`src/rtl/bcd_stopwatch.sv`:
```
// bcd_stopwatch -- MM:SS stopwatch driven by the divided 1 Hz square wave.
//
// The slow square wave from the clock divider is resynchronised into the
// clk_in domain and edge-detected. Each rising edge seen while running
// advances a four-digit BCD count (00:00 .. 59:59) that wraps to 00:00.
// A start/stop/clear state machine (IDLE, RUN, PAUSE) gates the counting.
//
// Optional feature: define STOPWATCH_LAP_EN to add lap capture
// (ports lap, lap_value, lap_valid).
//
// Ports:
//   clk_in     system clock (same clock as the divider stage)
//   rst        synchronous active-high reset
//   sec_clk    divided square wave, treated as asynchronous data
//   start      level, requests RUN
//   stop       level, requests PAUSE
//   clear      level, forces IDLE and zeroes the count
//   sec_lo     BCD seconds units (0-9)
//   sec_hi     BCD seconds tens  (0-5)
//   min_lo     BCD minutes units (0-9)
//   min_hi     BCD minutes tens  (0-5)
//   running    high while the state is RUN
//   tick       one-cycle pulse per counted second
//   wrap       one-cycle pulse on the 59:59 -> 00:00 rollover
//   lap        (lap build) capture request, honoured in RUN or PAUSE
//   lap_value  (lap build) captured {min_hi,min_lo,sec_hi,sec_lo}
//   lap_valid  (lap build) one-cycle pulse after a capture
module bcd_stopwatch #(
   parameter int SYNC_STAGES = 2
) (
   input  logic        clk_in,
   input  logic        rst,
   input  logic        sec_clk,
   input  logic        start,
   input  logic        stop,
   input  logic        clear,
`ifdef STOPWATCH_LAP_EN
   input  logic        lap,
   output logic [15:0] lap_value,
   output logic        lap_valid,
`endif
   output logic [3:0]  sec_lo,
   output logic [3:0]  sec_hi,
   output logic [3:0]  min_lo,
   output logic [3:0]  min_hi,
   output logic        running,
   output logic        tick,
   output logic        wrap
);

   typedef enum logic [1:0] {
      IDLE  = 2'd0,
      RUN   = 2'd1,
      PAUSE = 2'd2
   } state_t;

   state_t state, next_state;

   logic [SYNC_STAGES-1:0] sync;
   logic                   prev;
   logic                   sec_edge;
   logic                   count_en;
   logic                   at_max;

   // Synchroniser chain and edge detector. prev resets to 0 so a sec_clk
   // that is already high at reset release produces one (discarded) edge.
   always_ff @(posedge clk_in) begin
      if (rst) begin
         sync <= '0;
         prev <= 1'b0;
      end else begin
         sync <= {sync[SYNC_STAGES-2:0], sec_clk};
         prev <= sync[SYNC_STAGES-1];
      end
   end

   assign sec_edge = sync[SYNC_STAGES-1] & ~prev;

   // Only the registered state gates counting, so the edge in the cycle
   // that start leaves IDLE/PAUSE is dropped while the edge in the cycle
   // that stop is asserted in RUN still counts.
   assign count_en = (state == RUN) && sec_edge && !clear;
   assign at_max   = (min_hi == 4'd5) && (min_lo == 4'd9) &&
                     (sec_hi == 4'd5) && (sec_lo == 4'd9);

   always_ff @(posedge clk_in) begin
      if (rst) begin
         state   <= IDLE;
         running <= 1'b0;
      end else begin
         state   <= next_state;
         running <= (next_state == RUN);
      end
   end

   // Priority clear > stop > start: stop outside RUN is a no-op but still
   // masks a simultaneous start.
   always_comb begin
      next_state = state;
      if (clear) begin
         next_state = IDLE;
      end else begin
         case (state)
            IDLE:    if (!stop && start) next_state = RUN;
            RUN:     if (stop) next_state = PAUSE;
            PAUSE:   if (!stop && start) next_state = RUN;
            default: next_state = IDLE;
         endcase
      end
   end

   always_ff @(posedge clk_in) begin
      if (rst) begin
         sec_lo <= 4'd0;
         sec_hi <= 4'd0;
         min_lo <= 4'd0;
         min_hi <= 4'd0;
         tick   <= 1'b0;
         wrap   <= 1'b0;
      end else begin
         tick <= count_en;
         wrap <= count_en && at_max;
         if (clear) begin
            sec_lo <= 4'd0;
            sec_hi <= 4'd0;
            min_lo <= 4'd0;
            min_hi <= 4'd0;
         end else if (count_en) begin
            // BCD ripple: each digit only moves when all lower digits wrap.
            if (sec_lo != 4'd9) begin
               sec_lo <= sec_lo + 4'd1;
            end else begin
               sec_lo <= 4'd0;
               if (sec_hi != 4'd5) begin
                  sec_hi <= sec_hi + 4'd1;
               end else begin
                  sec_hi <= 4'd0;
                  if (min_lo != 4'd9) begin
                     min_lo <= min_lo + 4'd1;
                  end else begin
                     min_lo <= 4'd0;
                     if (min_hi != 4'd5) min_hi <= min_hi + 4'd1;
                     else                min_hi <= 4'd0;
                  end
               end
            end
         end
      end
   end

`ifdef STOPWATCH_LAP_EN
   // Capture uses the pre-update digit registers, so a lap coinciding with
   // a counted edge records the value before the increment.
   always_ff @(posedge clk_in) begin
      if (rst || clear) begin
         lap_value <= 16'h0000;
         lap_valid <= 1'b0;
      end else begin
         lap_valid <= 1'b0;
         if (lap && (state == RUN || state == PAUSE)) begin
            lap_value <= {min_hi, min_lo, sec_hi, sec_lo};
            lap_valid <= 1'b1;
         end
      end
   end
`endif

endmodule

```
`config.mk`:
```
export PLATFORM = sky130hd
export DESIGN_NAME = bcd_stopwatch
export DESIGN_NICKNAME = d
export VERILOG_FILES = /design/src/rtl/bcd_stopwatch.sv
export SDC_FILE = /design/constraint.sdc
export NUM_CORES = 1
export LEC_CHECK = 0
export BUFFER_PORTS_ARGS = -buffer_cell sky130_fd_sc_hd__buf_2
export CAP_MARGIN = 20
export CORE_MARGIN = 10
export CORE_UTILIZATION = 48
export DETAILED_ROUTE_END_ITERATION = 10
export GPL_TIMING_DRIVEN = 0
export PLACE_DENSITY_LB_ADDON = 0.1
export SETUP_SLACK_MARGIN = 0.3
export SLEW_MARGIN = 20
export SYNTH_ARGS = -nofsm -noshare
export SYNTH_HDL_FRONTEND = slang
export SYNTH_SLANG_ARGS = --single-unit
```
`constraint.sdc`:
```
create_clock -name clk_in -period 3 [get_ports clk_in]
set_clock_uncertainty 0.2 [all_clocks]
set_input_delay 0.15 -clock clk_in [delete_from_list [all_inputs] [get_ports clk_in]]
set_output_delay 0.15 -clock clk_in [all_outputs]
set_load 0.01 [all_outputs]
```
==> impl_metrics.ini <==
[final_layout]
utilization_pct = 61.0
stdcell_count = 179
antenna-diode-count = 0
fin_nets = 159
drive_gt1_share_pct = 23.2
final_cell_mix = buf_2 (24), dfxtp_1 (24), a21oi_1 (12), nor2_1 (12), nor2b_1 (8)
area_delta_synth_final_pct = 22.8

[timing]
maxSlewViolCount = 0
tightest_slew_ps = 526
hold_viol = 0
period_share_pct = 70.4
maxSlewHeadroom_pct = 65.0
fin_setup_tns_ps = 0
fin_crit_ps = 2110
max_freq_mhz = 473
setup_viol = 0
rsz0062_at_grt = no

[floorplanning]
start_util_pct = 49.7
fp-row-count = 17
die-area_um2 = 4570
die_h_um = 67.6
core-area_um2 = 2190
ios = 25
die_w_um = 67.6

[placement]
place.port_buffers = 24
gp_congestion = 0.756
dp_cells = 169
dp_hpwl_um = 1710

[cts]
clockBufferDepth = 2
clk_latency_ps = 310
cts_made_buffers = 3
cts_tree = yes
htreeDepth = 1
clock-root-buffer = clkbuf_4
cts_setup_buffers = 0
clk_pin_slew_ps = 120
clock_sinks = 24

[global_routing]
grt_overflow_total = 0
grt_pass1_wl_um = 3660
grt_max_degree = 13
grt_use_total_pct = 10.3
antenna_found_initial = 0
grt_pass1_vias = 836

[synth]
yosys-top-cells-area = dfxtp_1 (44%), a21oi_1 (5.5%), nor2b_1 (4.6%)
syn_nets = 123
seq_area_frac_synth_pct = 44.1
yosysTopAreaCell = dfxtp_1
synth-seq-cells = 24
avgSynthCellArea_um2 = 9.30
yosys_warnings = 0
ys_async_sr_fraction_pct = 0
synth_edf_count = 0
yosysTopAreaCellShare_pct = 44.1
netlist_area_um2 = 1090
yosys_most_used_dff = dfxtp_1
synth_cell_type_count = 34
synthCells = 117

[critical_path]
cp.required_ps = 3050
crit_type = primary input to flip-flop
crit_path_max_fanout = 10
worstPathArrival_ps = 2170
crit_path_end_kind = flip-flop
worstSetupStartpointType = primary input

[drt]
drc_errors = 0
drt-initial-drc-count = 44
dr_total_vias = 960
dr.pass1.iters = 4
avgViaCountPerCell = 5.36
wl_um = 2360
wl_per_cell_um = 13.2
drt.antenna.violating_nets = 0

[outcome]
status = completed

[pwr]
cellLeakagePower_uw = 0.000539
p_per_area_nw_per_um2 = 359
peakVddDrop_mv = 0.277

[job]
drv_cap = 0

[min_path]
min_path_type = flip-flop to flip-flop
==> cell families (layout without fill, tap and decap cells) <==
family / after synthesis / in the layout / share of synthesized area [%]
simple gates: 53 / 53 / 33.1
compound gates: 25 / 25 / 13.1
flops: 24 / 24 / 44.1
buf+inv: 8 / 42 / 3.45
mux: 4 / 4 / 3.79
xor+xnor: 3 / 3 / 2.41
==> worst paths after layout <==
check	startpoint	endpoint	slack, ps	cells after the start
max	rst	running	890	6
min	sync[0]	sync[1]	250	1
max reg2reg	state[1]	min_hi[0]	1100	4
min reg2reg	sync[0]	sync[1]	250	1
==> what timing repair did <==
action / CTS / global route
resized for setup: 0 / 0
hold buffers: 7 / 0
endpoints found under the hold margin: 9 / 0
==> metrics by stage <==
| step | setup slack, ps | hold slack, ps | total power, uW | cell area (um^2) |
|---|---|---|---|---|
| global placement | 1140 | 159 | 345 | 1240 |
| detailed placement | 1120 | 166 | 346 | 1240 |
| global route | 862 | 269 | 502 | 1340 |
| floorplan | 1230 | 21.6 | 338 | 1090 |
| CTS | 931 | 259 | 486 | 1340 |
| finish | 887 | 253 | 480 | 1340 |
==> synthesized netlist by cell type (2+ instances only) <==
cell      count
a21oi_1      12
and4bb_1      2
clkbuf_1      2
dfxtp_1      24
inv_1         5
mux2i_1       3
nand2_1       5
nand2b_1      2
nand3_1       3
nand4_1       2
nor2_1       12
nor2b_1       8
nor3_1        2
o21ai_0       6
o31ai_1       4
or3_1         2
or4_1         3
or4b_1        3
xor2_1        2
==> power by group <==
| part | switching [uW] | total [uW] | internal, uW |
|---|---|---|---|
| Combinational | 10.8 | 23.0 | 12.1 |
| Clock | 88.4 | 135 | 46.9 |
| Sequential | 0.874 | 322 | 321 |
==> worst max-delay path, stage by stage <==
cell and delay (ps):
dlygate4sd3_1 540, buf_2 160, or2_2 270, clkbuf_1 260, nor3_1 230, dlygate4sd3_1 560
==> state kept, by name, indices dropped and copies added (netlist names), 2 cells and up <==
name / cells
min_hi: 4
min_lo: 4
sec_hi: 4
sec_lo: 4
state: 2
sync: 2
==> layer usage <==
layer / vias to the layer above / global-route usage [%] / share of wire [%]
li1: 493 / - / -
met1: 440 / 12.2 / 45
met2: 20 / 16.0 / 46
met3: 7 / 2.98 / 6.4
met4: 0 / 6.15 / 2.6
met5: - / 0 / 0
==> final cells by class <==
| cell class | count | area [um^2] |
|---|---|---|
| fillers | 197 | 855 |
| plain buffers | 3 | 18.8 |
| well taps | 28 | 35.0 |
| clock buffers | 3 | 22.5 |
| multi-input cells | 85 | 571 |
| inverters | 5 | 18.8 |
| repair buffers | 31 | 190 |
| flip-flops and latches | 24 | 480 |
No activity file was read; power rests on OpenSTA's default activity.
